===== src/rtl/id_ex_stage_reg_pkg.sv =====
// Shared pipeline definitions: ALU op classes and the control bundle carried
// by the ID/EX, EX/MEM and MEM/WB registers.
package id_ex_stage_reg_pkg;

    localparam logic [1:0] ALU_OP_ADD    = 2'b00;
    localparam logic [1:0] ALU_OP_BRANCH = 2'b01;
    localparam logic [1:0] ALU_OP_RTYPE  = 2'b10;
    localparam logic [1:0] ALU_OP_ITYPE  = 2'b11;

    typedef struct packed {
        logic       reg_write;
        logic       mem_read;
        logic       mem_write;
        logic       mem_to_reg;
        logic       alu_src;
        logic       branch;
        logic [1:0] alu_op;
    } ctrl_t;

    localparam ctrl_t CTRL_BUBBLE = ctrl_t'(8'h00);

    // An invalid slot must never carry live control.
    function automatic ctrl_t ctrl_gate(input ctrl_t c, input logic vld);
        return vld ? c : CTRL_BUBBLE;
    endfunction

endpackage


===== src/rtl/id_ex_stage_reg_if.sv =====
// ID-side inputs and EX-side outputs of the ID/EX pipeline register.
interface id_ex_stage_reg_if #(parameter int XLEN = 32);

    logic            id_valid;
    logic [XLEN-1:0] id_pc, id_rs1_data, id_rs2_data, id_imm;
    logic [4:0]      id_rs1, id_rs2, id_rd;
    logic [2:0]      id_funct3;
    logic            id_funct7_b5;
    logic            id_reg_write, id_mem_read, id_mem_write;
    logic            id_mem_to_reg, id_alu_src, id_branch;
    logic [1:0]      id_alu_op;
    logic            flush, hold;

    logic            id_ex_valid;
    logic [XLEN-1:0] id_ex_pc, id_ex_rs1_data, id_ex_rs2_data, id_ex_imm;
    logic [4:0]      id_ex_reg_rs1, id_ex_reg_rs2, id_ex_reg_rd;
    logic [2:0]      id_ex_funct3;
    logic            id_ex_funct7_b5;
    logic            id_ex_reg_write, id_ex_mem_read, id_ex_mem_write;
    logic            id_ex_mem_to_reg, id_ex_alu_src, id_ex_branch;
    logic [1:0]      id_ex_alu_op;
    logic            load_use_stall;

    modport master (
        output id_valid, id_pc, id_rs1_data, id_rs2_data, id_imm,
               id_rs1, id_rs2, id_rd, id_funct3, id_funct7_b5,
               id_reg_write, id_mem_read, id_mem_write, id_mem_to_reg,
               id_alu_src, id_branch, id_alu_op, flush, hold,
        input  id_ex_valid, id_ex_pc, id_ex_rs1_data, id_ex_rs2_data, id_ex_imm,
               id_ex_reg_rs1, id_ex_reg_rs2, id_ex_reg_rd, id_ex_funct3,
               id_ex_funct7_b5, id_ex_reg_write, id_ex_mem_read, id_ex_mem_write,
               id_ex_mem_to_reg, id_ex_alu_src, id_ex_branch, id_ex_alu_op,
               load_use_stall
    );

    modport slave (
        input  id_valid, id_pc, id_rs1_data, id_rs2_data, id_imm,
               id_rs1, id_rs2, id_rd, id_funct3, id_funct7_b5,
               id_reg_write, id_mem_read, id_mem_write, id_mem_to_reg,
               id_alu_src, id_branch, id_alu_op, flush, hold,
        output id_ex_valid, id_ex_pc, id_ex_rs1_data, id_ex_rs2_data, id_ex_imm,
               id_ex_reg_rs1, id_ex_reg_rs2, id_ex_reg_rd, id_ex_funct3,
               id_ex_funct7_b5, id_ex_reg_write, id_ex_mem_read, id_ex_mem_write,
               id_ex_mem_to_reg, id_ex_alu_src, id_ex_branch, id_ex_alu_op,
               load_use_stall
    );

endinterface


===== src/rtl/id_ex_stage_reg_load_use_detector.sv =====
// Load-use hazard detector: a load in EX whose rd feeds the instruction in ID.
module load_use_detector (
    input  logic       ex_valid,
    input  logic       ex_mem_read,
    input  logic [4:0] ex_rd,
    input  logic       id_valid,
    input  logic [4:0] id_rs1,
    input  logic [4:0] id_rs2,
    input  logic       flush,
    output logic       stall
);

    logic rd_match;

    assign rd_match = (ex_rd == id_rs1) || (ex_rd == id_rs2);

    // A flushed ID instruction is being killed, so it cannot be stalled.
    assign stall = ex_valid && ex_mem_read && (ex_rd != 5'd0) && id_valid
                   && rd_match && !flush;

endmodule


===== src/rtl/id_ex_stage_reg.sv =====
// ID/EX pipeline register with load-use bubble insertion, branch flush and hold.
module id_ex_stage_reg
    import id_ex_stage_reg_pkg::*;
#(
    parameter int XLEN = 32
) (
    input logic             clk,
    input logic             reset,
    id_ex_stage_reg_if.slave bus
);

    ctrl_t           ctrl_p0, ctrl_p1;
    logic            vld_p1;
    logic [XLEN-1:0] pc_p1, rs1_data_p1, rs2_data_p1, imm_p1;
    logic [4:0]      rs1_p1, rs2_p1, rd_p1;
    logic [2:0]      funct3_p1;
    logic            funct7_b5_p1;
    logic            load_use_stall;

    assign ctrl_p0 = '{reg_write:  bus.id_reg_write,
                       mem_read:   bus.id_mem_read,
                       mem_write:  bus.id_mem_write,
                       mem_to_reg: bus.id_mem_to_reg,
                       alu_src:    bus.id_alu_src,
                       branch:     bus.id_branch,
                       alu_op:     bus.id_alu_op};

    load_use_detector u_load_use_detector (
        .ex_valid    (vld_p1),
        .ex_mem_read (ctrl_p1.mem_read),
        .ex_rd       (rd_p1),
        .id_valid    (bus.id_valid),
        .id_rs1      (bus.id_rs1),
        .id_rs2      (bus.id_rs2),
        .flush       (bus.flush),
        .stall       (load_use_stall)
    );

    // ---- ID -> EX boundary ----
    always_ff @(posedge clk or posedge reset) begin
        if (reset) begin
            vld_p1       <= 1'b0;
            ctrl_p1      <= CTRL_BUBBLE;
            pc_p1        <= '0;
            rs1_data_p1  <= '0;
            rs2_data_p1  <= '0;
            imm_p1       <= '0;
            rs1_p1       <= 5'd0;
            rs2_p1       <= 5'd0;
            rd_p1        <= 5'd0;
            funct3_p1    <= 3'd0;
            funct7_b5_p1 <= 1'b0;
        end else if (bus.flush || (!bus.hold && load_use_stall)) begin
            // Bubble: only control and register indices need to be clean.
            vld_p1  <= 1'b0;
            ctrl_p1 <= CTRL_BUBBLE;
            rs1_p1  <= 5'd0;
            rs2_p1  <= 5'd0;
            rd_p1   <= 5'd0;
        end else if (!bus.hold) begin
            vld_p1       <= bus.id_valid;
            ctrl_p1      <= ctrl_gate(ctrl_p0, bus.id_valid);
            rs1_p1       <= bus.id_valid ? bus.id_rs1 : 5'd0;
            rs2_p1       <= bus.id_valid ? bus.id_rs2 : 5'd0;
            rd_p1        <= bus.id_valid ? bus.id_rd  : 5'd0;
            pc_p1        <= bus.id_pc;
            rs1_data_p1  <= bus.id_rs1_data;
            rs2_data_p1  <= bus.id_rs2_data;
            imm_p1       <= bus.id_imm;
            funct3_p1    <= bus.id_funct3;
            funct7_b5_p1 <= bus.id_funct7_b5;
        end
    end

    assign bus.id_ex_valid      = vld_p1;
    assign bus.id_ex_pc         = pc_p1;
    assign bus.id_ex_rs1_data   = rs1_data_p1;
    assign bus.id_ex_rs2_data   = rs2_data_p1;
    assign bus.id_ex_imm        = imm_p1;
    assign bus.id_ex_reg_rs1    = rs1_p1;
    assign bus.id_ex_reg_rs2    = rs2_p1;
    assign bus.id_ex_reg_rd     = rd_p1;
    assign bus.id_ex_funct3     = funct3_p1;
    assign bus.id_ex_funct7_b5  = funct7_b5_p1;
    assign bus.id_ex_reg_write  = ctrl_p1.reg_write;
    assign bus.id_ex_mem_read   = ctrl_p1.mem_read;
    assign bus.id_ex_mem_write  = ctrl_p1.mem_write;
    assign bus.id_ex_mem_to_reg = ctrl_p1.mem_to_reg;
    assign bus.id_ex_alu_src    = ctrl_p1.alu_src;
    assign bus.id_ex_branch     = ctrl_p1.branch;
    assign bus.id_ex_alu_op     = ctrl_p1.alu_op;
    assign bus.load_use_stall   = load_use_stall;

endmodule


===== src/flat_wrapper.sv =====
// flat-port wrapper written by rule: the top's interface ports become plain ports
module id_ex_stage_reg_flat import id_ex_stage_reg_pkg::*;
#(
    parameter int XLEN = 32
)
  (clk, reset, bus_id_valid, bus_id_pc, bus_id_rs1_data, bus_id_rs2_data, bus_id_imm, bus_id_rs1, bus_id_rs2, bus_id_rd, bus_id_funct3, bus_id_funct7_b5, bus_id_reg_write, bus_id_mem_read, bus_id_mem_write, bus_id_mem_to_reg, bus_id_alu_src, bus_id_branch, bus_id_alu_op, bus_flush, bus_hold, bus_id_ex_valid, bus_id_ex_pc, bus_id_ex_rs1_data, bus_id_ex_rs2_data, bus_id_ex_imm, bus_id_ex_reg_rs1, bus_id_ex_reg_rs2, bus_id_ex_reg_rd, bus_id_ex_funct3, bus_id_ex_funct7_b5, bus_id_ex_reg_write, bus_id_ex_mem_read, bus_id_ex_mem_write, bus_id_ex_mem_to_reg, bus_id_ex_alu_src, bus_id_ex_branch, bus_id_ex_alu_op, bus_load_use_stall);
  id_ex_stage_reg_if #(.XLEN(XLEN)) bus_i ();
  input logic clk;
  input logic reset;
  input wire logic [$bits(bus_i.id_valid)-1:0] bus_id_valid;
  input wire logic [$bits(bus_i.id_pc)-1:0] bus_id_pc;
  input wire logic [$bits(bus_i.id_rs1_data)-1:0] bus_id_rs1_data;
  input wire logic [$bits(bus_i.id_rs2_data)-1:0] bus_id_rs2_data;
  input wire logic [$bits(bus_i.id_imm)-1:0] bus_id_imm;
  input wire logic [$bits(bus_i.id_rs1)-1:0] bus_id_rs1;
  input wire logic [$bits(bus_i.id_rs2)-1:0] bus_id_rs2;
  input wire logic [$bits(bus_i.id_rd)-1:0] bus_id_rd;
  input wire logic [$bits(bus_i.id_funct3)-1:0] bus_id_funct3;
  input wire logic [$bits(bus_i.id_funct7_b5)-1:0] bus_id_funct7_b5;
  input wire logic [$bits(bus_i.id_reg_write)-1:0] bus_id_reg_write;
  input wire logic [$bits(bus_i.id_mem_read)-1:0] bus_id_mem_read;
  input wire logic [$bits(bus_i.id_mem_write)-1:0] bus_id_mem_write;
  input wire logic [$bits(bus_i.id_mem_to_reg)-1:0] bus_id_mem_to_reg;
  input wire logic [$bits(bus_i.id_alu_src)-1:0] bus_id_alu_src;
  input wire logic [$bits(bus_i.id_branch)-1:0] bus_id_branch;
  input wire logic [$bits(bus_i.id_alu_op)-1:0] bus_id_alu_op;
  input wire logic [$bits(bus_i.flush)-1:0] bus_flush;
  input wire logic [$bits(bus_i.hold)-1:0] bus_hold;
  output wire logic [$bits(bus_i.id_ex_valid)-1:0] bus_id_ex_valid;
  output wire logic [$bits(bus_i.id_ex_pc)-1:0] bus_id_ex_pc;
  output wire logic [$bits(bus_i.id_ex_rs1_data)-1:0] bus_id_ex_rs1_data;
  output wire logic [$bits(bus_i.id_ex_rs2_data)-1:0] bus_id_ex_rs2_data;
  output wire logic [$bits(bus_i.id_ex_imm)-1:0] bus_id_ex_imm;
  output wire logic [$bits(bus_i.id_ex_reg_rs1)-1:0] bus_id_ex_reg_rs1;
  output wire logic [$bits(bus_i.id_ex_reg_rs2)-1:0] bus_id_ex_reg_rs2;
  output wire logic [$bits(bus_i.id_ex_reg_rd)-1:0] bus_id_ex_reg_rd;
  output wire logic [$bits(bus_i.id_ex_funct3)-1:0] bus_id_ex_funct3;
  output wire logic [$bits(bus_i.id_ex_funct7_b5)-1:0] bus_id_ex_funct7_b5;
  output wire logic [$bits(bus_i.id_ex_reg_write)-1:0] bus_id_ex_reg_write;
  output wire logic [$bits(bus_i.id_ex_mem_read)-1:0] bus_id_ex_mem_read;
  output wire logic [$bits(bus_i.id_ex_mem_write)-1:0] bus_id_ex_mem_write;
  output wire logic [$bits(bus_i.id_ex_mem_to_reg)-1:0] bus_id_ex_mem_to_reg;
  output wire logic [$bits(bus_i.id_ex_alu_src)-1:0] bus_id_ex_alu_src;
  output wire logic [$bits(bus_i.id_ex_branch)-1:0] bus_id_ex_branch;
  output wire logic [$bits(bus_i.id_ex_alu_op)-1:0] bus_id_ex_alu_op;
  output wire logic [$bits(bus_i.load_use_stall)-1:0] bus_load_use_stall;
  assign bus_i.id_valid = bus_id_valid;
  assign bus_i.id_pc = bus_id_pc;
  assign bus_i.id_rs1_data = bus_id_rs1_data;
  assign bus_i.id_rs2_data = bus_id_rs2_data;
  assign bus_i.id_imm = bus_id_imm;
  assign bus_i.id_rs1 = bus_id_rs1;
  assign bus_i.id_rs2 = bus_id_rs2;
  assign bus_i.id_rd = bus_id_rd;
  assign bus_i.id_funct3 = bus_id_funct3;
  assign bus_i.id_funct7_b5 = bus_id_funct7_b5;
  assign bus_i.id_reg_write = bus_id_reg_write;
  assign bus_i.id_mem_read = bus_id_mem_read;
  assign bus_i.id_mem_write = bus_id_mem_write;
  assign bus_i.id_mem_to_reg = bus_id_mem_to_reg;
  assign bus_i.id_alu_src = bus_id_alu_src;
  assign bus_i.id_branch = bus_id_branch;
  assign bus_i.id_alu_op = bus_id_alu_op;
  assign bus_i.flush = bus_flush;
  assign bus_i.hold = bus_hold;
  assign bus_id_ex_valid = bus_i.id_ex_valid;
  assign bus_id_ex_pc = bus_i.id_ex_pc;
  assign bus_id_ex_rs1_data = bus_i.id_ex_rs1_data;
  assign bus_id_ex_rs2_data = bus_i.id_ex_rs2_data;
  assign bus_id_ex_imm = bus_i.id_ex_imm;
  assign bus_id_ex_reg_rs1 = bus_i.id_ex_reg_rs1;
  assign bus_id_ex_reg_rs2 = bus_i.id_ex_reg_rs2;
  assign bus_id_ex_reg_rd = bus_i.id_ex_reg_rd;
  assign bus_id_ex_funct3 = bus_i.id_ex_funct3;
  assign bus_id_ex_funct7_b5 = bus_i.id_ex_funct7_b5;
  assign bus_id_ex_reg_write = bus_i.id_ex_reg_write;
  assign bus_id_ex_mem_read = bus_i.id_ex_mem_read;
  assign bus_id_ex_mem_write = bus_i.id_ex_mem_write;
  assign bus_id_ex_mem_to_reg = bus_i.id_ex_mem_to_reg;
  assign bus_id_ex_alu_src = bus_i.id_ex_alu_src;
  assign bus_id_ex_branch = bus_i.id_ex_branch;
  assign bus_id_ex_alu_op = bus_i.id_ex_alu_op;
  assign bus_load_use_stall = bus_i.load_use_stall;
  id_ex_stage_reg #(.XLEN(XLEN)) u_core (.clk(clk), .reset(reset), .bus(bus_i));
endmodule

===== config.mk =====
export PLATFORM = sky130hd
export DESIGN_NAME = id_ex_stage_reg_flat
export DESIGN_NICKNAME = d
export VERILOG_FILES = /design/src/rtl/id_ex_stage_reg_pkg.sv /design/src/rtl/id_ex_stage_reg_if.sv /design/src/rtl/id_ex_stage_reg_load_use_detector.sv /design/src/rtl/id_ex_stage_reg.sv /design/src/flat_wrapper.sv
export SDC_FILE = /design/constraint.sdc
export NUM_CORES = 1
export LEC_CHECK = 0
export CORE_ASPECT_RATIO = 0.75
export CORE_MARGIN = 8
export CORE_UTILIZATION = 43
export DETAILED_ROUTE_END_ITERATION = 7
export HOLD_SLACK_MARGIN = 0.05
export PLACE_DENSITY = 0.86
export SLEW_MARGIN = 20
export SYNTH_ARGS = -nofsm -noshare
export SYNTH_HDL_FRONTEND = slang
export SYNTH_SLANG_ARGS = --single-unit

===== constraint.sdc =====
create_clock -name clk -period 14.8 [get_ports clk]
set_clock_uncertainty 0.05 [all_clocks]
set_input_delay 1.48 -clock clk [delete_from_list [all_inputs] [get_ports clk]]
set_output_delay 1.48 -clock clk [all_outputs]
set_load 0.03 [all_outputs]

==> results of run 1 <==
==> cells by family after synthesis <==
kind of cell    share of synthesized area
flops                              0.6321
mux                                0.2407
simple gates                      0.03870
compound gates                    0.03849
buf+inv                           0.03586
xor+xnor                          0.01418
==> cells in the final DEF, fill, tap and decap left out <==
cell type        netlist  routed
o211ai_1              10      10
a22oi_1                1       1
nand2_1               24      24
clkdlybuf4s50_1        0     316
or4_1                  1       1
clkbuf_16              0      17
clkinvlp_4             0       4
o21ai_0                8       8
clkbuf_1              10       2
mux2_2                52      52
o22ai_1                6       6
nand3b_1              13      13
nor2b_1                3       3
nor2_1                 4       4
clkinv_2               0       2
inv_6                  0       3
dfrtp_1              156     156
nor3_1                 2       2
o21a_4                 0       1
buf_4                  6       4
clkbuf_8               0       1
o2111ai_2              1       1
bufinv_16              0       2
a21oi_1               11      11
mux2_1                80      80
xor2_1                10      10
==> how the worst max path moves through the flow <==
| stage | startpoint | end |
|---|---|---|
| 2_1_floorplan | reset | u_core.bus.id_ex_alu_op[0]$_DFFE_PP0P_ |
| 3_3_place_gp | bus_flush | bus_load_use_stall |
| 3_5_place_dp | bus_flush | bus_load_use_stall |
| 4_1_cts | bus_flush | bus_load_use_stall |
| 5_1_grt | bus_flush | bus_load_use_stall |
| 6_report | bus_flush | bus_load_use_stall |
==> final cells by class <==
cell class / instances / area [µm²] / share of cell area
Tap cell: 180 / 225.2 / 0.02263
Sequential cell: 156 / 3904 / 0.3922
Timing Repair Buffer: 320 / 3193 / 0.3208
Clock inverter: 10 / 117.6 / 0.01182
Inverter: 1 / 8.758 / 0.0008799
Clock buffer: 20 / 446.7 / 0.04488
Multi-Input combinational cell: 227 / 2058 / 0.2068
==> critical path, cell delays in order <==
cell	delay [ns]
clkdlybuf4s50_1	0.41
buf_4	0.22
nor2b_1	0.23
o2111ai_2	0.38
nor2_1	0.76
clkdlybuf4s50_1	0.81
==> per-layer routing <==
| layer | global-route usage | wire length [µm] | up-vias |
|---|---|---|---|
| met5 | 0 | 0 | - |
| met4 | 0.07692 | 436 | 0 |
| met3 | 0.08046 | 1761 | 29 |
| met2 | 0.3547 | 9612 | 236 |
| met1 | 0.2180 | 6960 | 2244 |
| li1 | - | - | 2066 |
==> per-stage QoR <==
| step | utilization | setup slack (ns) | hold WS [ns] | std cells | instance area [µm²] |
|---|---|---|---|---|---|
| after floorplan | - | 9.063 | 0.6109 | 409 | 6176 |
| after global placement | 0.6582 | 9.157 | 0.4155 | 884 | 9389 |
| after detailed placement | 0.6582 | 9.018 | 0.4185 | 884 | 9389 |
| after CTS | 0.6978 | 9.011 | 0.4379 | 914 | 9953 |
| after global routing | 0.6978 | 8.790 | 0.4498 | 914 | 9953 |
| final | 0.6978 | 8.981 | 0.4306 | 914 | 9953 |
==> Yosys cell counts, drive strengths merged (2+ instances only) <==
| library cell | number | area (µm²) |
|---|---|---|
| xor2 | 10 | 87.58 |
| nor3 | 2 | 10.01 |
| nor2 | 4 | 15.01 |
| mux2 | 132 | 1486 |
| clkbuf | 10 | 37.54 |
| a21oi | 11 | 55.05 |
| buf | 15 | 180.2 |
| nand2 | 24 | 90.09 |
| o21ai | 8 | 40.04 |
| o211ai | 10 | 75.07 |
| o22ai | 6 | 37.54 |
| nand3b | 13 | 97.59 |
| nor2b | 3 | 18.77 |
| dfrtp | 156 | 3904 |
==> power by group through the flow <==
stage               sequential (mW)  combinational (mW)  clock (mW)
floorplan                     0.630              0.0686           0
global placement              0.515               0.356           0
detailed placement            0.519               0.362           0
CTS                           0.513               0.363       0.429
global route                  0.519               0.375       0.447
finish                        0.512               0.358       0.420
==> metrics, run 1 <==
Worst R2R Start u_core.bus.id_ex_reg_rd[0]$_DFFE_PP0P_; H-tree levels 4; clock network power share 0.325; Slew Viols, Final 0; Yosys reg bits roughly 160; Row Count 38; # IOs around 320; Placer Congestion 0.8868; Min-Delay Path Class reg -> reg; # hold bufs at CTS 0; mean post-synth cell area 15.10 µm²; Num CTS Buffers 17; Initial Util 0.4330; Via Count between 4k and 5k; initial antenna violation count 0; Core ar. roughly 0.014 mm²; Power Dens Cells 129.6 mW/mm²; crit path time final a little under 6 ns; slew of the pin with the lowest slew margin approximately 1.1 ns; Initial DRT Pass Iterations 4; reg-to-reg slack, setup around 11 ns; die extent in x 154.4 µm; Worst-Skew Late Latency ~0.4 ns; Async SR Flop Fraction 1.000; ratio of final minimum period to clock period 0.3932; # clock sinks 156; Worst Path Required between 10 and 15 ns; Warnings, synthesis 0; initial DRC count around 200; Netlist cell types 21; # diodes 0; hold path endpoint u_core.bus.id_ex_rs2_data[10]$_DFFE_PP0P_; DR vias/cell roughly 5.0; Fillers roughly 950; setup TNS 0 ns; area growth from synthesis to layout 61.16%; combinational share of power 0.278; first-pass GRT wire length ~29 mm; Die Area about 0.018 mm²; max frequency between 150 and 200 MHz; clk root buf clkbuf_16; EDFF count, synth 0; vias in the first global route ~5.1k; Relative slew margins 0.2972; sw frac 0.3001; clock edge transition at the registers on the reported setup and hold paths approximately 0.06 ns; fraction of layout cells with a size suffix above 1 0.1185; final-stage net count just under 900; CP Launch Type input pin; RR Endpoint u_core.bus.id_ex_rs1_data[1]$_DFFE_PP0P_; hold path depth 1; Worst VDD drop about 76 µV; outcome finished, final reports clean; R2R depth 6; Setup CP Type in -> out; Int Pwr roughly 0.9 mW; crit path capture type output pin; Setup violations, final 0; ANT nets after route 0; Hold Fails Final Rpt 0; pin count of the biggest net entering global routing 83; GRT Util Overall 0.2024; die height about 120 µm; Hold Crit Start u_core.bus.id_ex_rs2_data[10]$_DFFE_PP0P_; max cap viols 0; Psw between 0.3 and 0.4 mW; count of input and output buffers roughly 320; clk buf depth 2; Reg power frac 0.397; RSZ-0062 raised after global routing false; Lkg Pwr a little over 4 nW; HPWL Detailed around 14 mm; PnR Total Power around 1.3 mW; final wirelength between 15 and 20 mm; gr ovfl total 0; DRC viols 0; WL/cell approximately 20 µm; CTS tree built; Post-CTS Repair Setup Buffers 0; Synth Flop Type dfrtp_1; Mapped Area 0.006176 mm²; post-synth net total roughly 570; post-synthesis sequential area ratio 0.6321; CP Max Fanout 32; cts repair resizes 0; Mapped Cells about 410; WP data arrival 4.29 ns
(Power assumes the default switching activity.)
==> inputs of run 2 (changes only) <==
CORE_UTILIZATION = 36   (was 43)
PLACE_DENSITY = 0.77   (was 0.86)
clock period = 5.21 ns   (was 14.8 ns; I/O delays follow)
==> run 2 against run 1 <==
Sequential share of layout area decreased by 0.25 points. Routed wire length decreased by 1.3%. Setup slack got worse by 7.6 ns. Hold slack about the same. Non-clock buffer count increased by 3. Cell area increased by 0.65%. Final cell count increased by 4.4%. First-iteration DRC count increased by 6.9%. Clock-buffer cell count decreased by 2. Sequential cell count unchanged. Clock power increased to 2.7 times the previous value. Register-to-register slack got worse by 8.8 ns. Critical endpoint unchanged. Largest power group unchanged.
==> metrics, run 2 (synthesized netlist as in run 1, its figures left out) <==
Worst Path Required ~4.6 ns; CP delay by family, top buffers and inverters; cells along the critical path clkdlybuf4s50_1, buf_4, nor2b_1, o2111ai_2, nor2_1, clkdlybuf4s50_1; max cap viols 0; final wirelength 18.52 mm; reg-to-reg slack, setup approximately 2.1 ns; most frequent cells in the layout clkdlybuf4s50_1 (316), dfrtp_1 (156), mux2_1 (80); ratio of final minimum period to clock period 0.7401; crit path capture type output pin; Relative slew margins 0.4691; initial DRC count approximately 220; DR vias/cell about 4.8; first-pass GRT wire length 28.79 mm; CP Buf/Inv Count 3; DRC viols 0; H-tree levels 4; clk root buf clkbuf_16; Worst VDD drop roughly 220 µV; Hold Fails Final Rpt 0; setup TNS 0 ns; Hold Crit Start u_core.bus.id_ex_alu_op[1]$_DFFE_PP0P_; WL/cell approximately 19 µm; RR Endpoint u_core.bus.id_ex_pc[5]$_DFFE_PP0P_; CP Launch Type input pin; # hold bufs at CTS 0; placed instance area between 0.009 and 0.01 mm²; die height roughly 130 µm; Initial Util 0.3670; area growth from synthesis to layout 62.22%; Via Count approximately 4.6k; Die Area ~0.022 mm²; non-filler cells, final approximately 950; max frequency ~260 MHz; CP max-delay cell clkdlybuf4s50_1; CTS tree built; RSZ-0062 raised after global routing false; Post-CTS Repair Setup Buffers 0; ANT nets after route 0; HPWL Detailed approximately 14 mm; Row Count around 40; Fillers roughly 1.3k; cts repair resizes 0; area of the multi-input gates between 0.002 and 0.0025 mm²; pin count of the biggest net entering global routing 73; # clock sinks between 150 and 200; outcome finished, final reports clean; Initial DRT Pass Iterations 4; Slew Viols, Final 0; Largest stage delay, worst path about 0.84 ns; # IOs approximately 320; count of input and output buffers roughly 320; GRT Util Overall 0.1702; CP Max Fanout 32; die extent in x approximately 170 µm; vias in the first global route 5017; Power Dens Cells around 360 mW/mm²; Num CTS Buffers 17; initial antenna violation count 0; hold path depth 2; R2R depth 5; Min-Delay Path Class reg -> reg; fraction of layout cells with a size suffix above 1 0.1272; Placer Congestion between 0.8 and 0.9; Worst R2R Start u_core.bus.id_ex_reg_rd[2]$_DFFE_PP0P_; hold path endpoint u_core.bus.id_ex_alu_op[1]$_DFFE_PP0P_; Setup CP Type in -> out; gr ovfl total 0; Setup violations, final 0; crit path time final around 3.9 ns; # diodes 0; Sequential Area 0.003904 mm²; final-stage net count 886; clk buf depth 2; clock edge transition at the registers on the reported setup and hold paths ~0.060 ns; Final Cell Area between 0.01 and 0.015 mm²; slew of the pin with the lowest slew margin 0.7934 ns; Core ar. ~0.017 mm²; placed cells 922; most common cell after layout, fill and taps aside clkdlybuf4s50_1; Worst-Skew Late Latency approximately 0.42 ns; Worst path most repeated cell clkdlybuf4s50_1; Lkg Pwr 4.084 nW; WP data arrival roughly 3.3 ns
-- run 2: cell types whose count changed in the layout (fill, tap and decap cells not counted) --
cell,before,now
clkinvlp_4,4,3
clkinv_4,0,4
bufinv_16,2,0
clkbuf_1,2,0
buf_12,0,1
inv_6,3,6
buf_4,4,6
-- run 2: worst max path at each step --
stage / startpoint / end / slack (ns) / cells past startpoint
after detailed placement: bus_flush / bus_load_use_stall / 1.39 / 6
final: bus_flush / bus_load_use_stall / 1.35 / 6
after floorplan: reset / u_core.bus.id_ex_alu_op[0]$_DFFE_PP0P_ / 0.43 / 1
after global placement: bus_flush / bus_load_use_stall / 1.44 / 6
after global routing: bus_flush / bus_load_use_stall / 1.16 / 6
after CTS: bus_flush / bus_load_use_stall / 1.37 / 6
-- run 2: final cells by class --
cell class              instances  area share
clock inverters                14     0.01112
repair buffers                323      0.3222
clock buffers                  18     0.04384
multi-input cells             227      0.2054
well taps                     215     0.02685
flip-flops and latches        156      0.3897
inverters                       1   0.0008742
-- run 2: stage by stage --
step	hold WS (ns)	setup WS [ns]	utilization	power, mW
2_1_floorplan	0.6057	0.4325	-	1.983
3_3_place_gp	0.4156	1.435	0.5627	2.481
3_5_place_dp	0.4208	1.387	0.5627	2.508
4_1_cts	0.4355	1.370	0.5954	3.669
5_1_grt	0.4550	1.160	0.5954	3.785
6_report	0.4308	1.354	0.5954	3.618
-- run 2: tightest hold or removal path, delay by kind of cell (launching register included) --
family	cells	cell delay (ns)
and+or+nand+nor	1	0.04
AOI/OAI and AO/OA	1	0.06
DFF	1	0.34
-- run 2: report_power, final --
| group | internal [mW] | switching (mW) |
|---|---|---|
| clock | 0.630 | 0.516 |
| combinational | 0.483 | 0.536 |
| sequential | 1.37 | 0.0836 |
-- run 2: layer usage --
layer	vias up	global-route usage	part of all wire
li1	2081	-	-
met2	223	0.2787	0.49
met5	-	0	0
met4	0	0.04869	0.015
met3	24	0.08356	0.10
met1	2233	0.1967	0.39
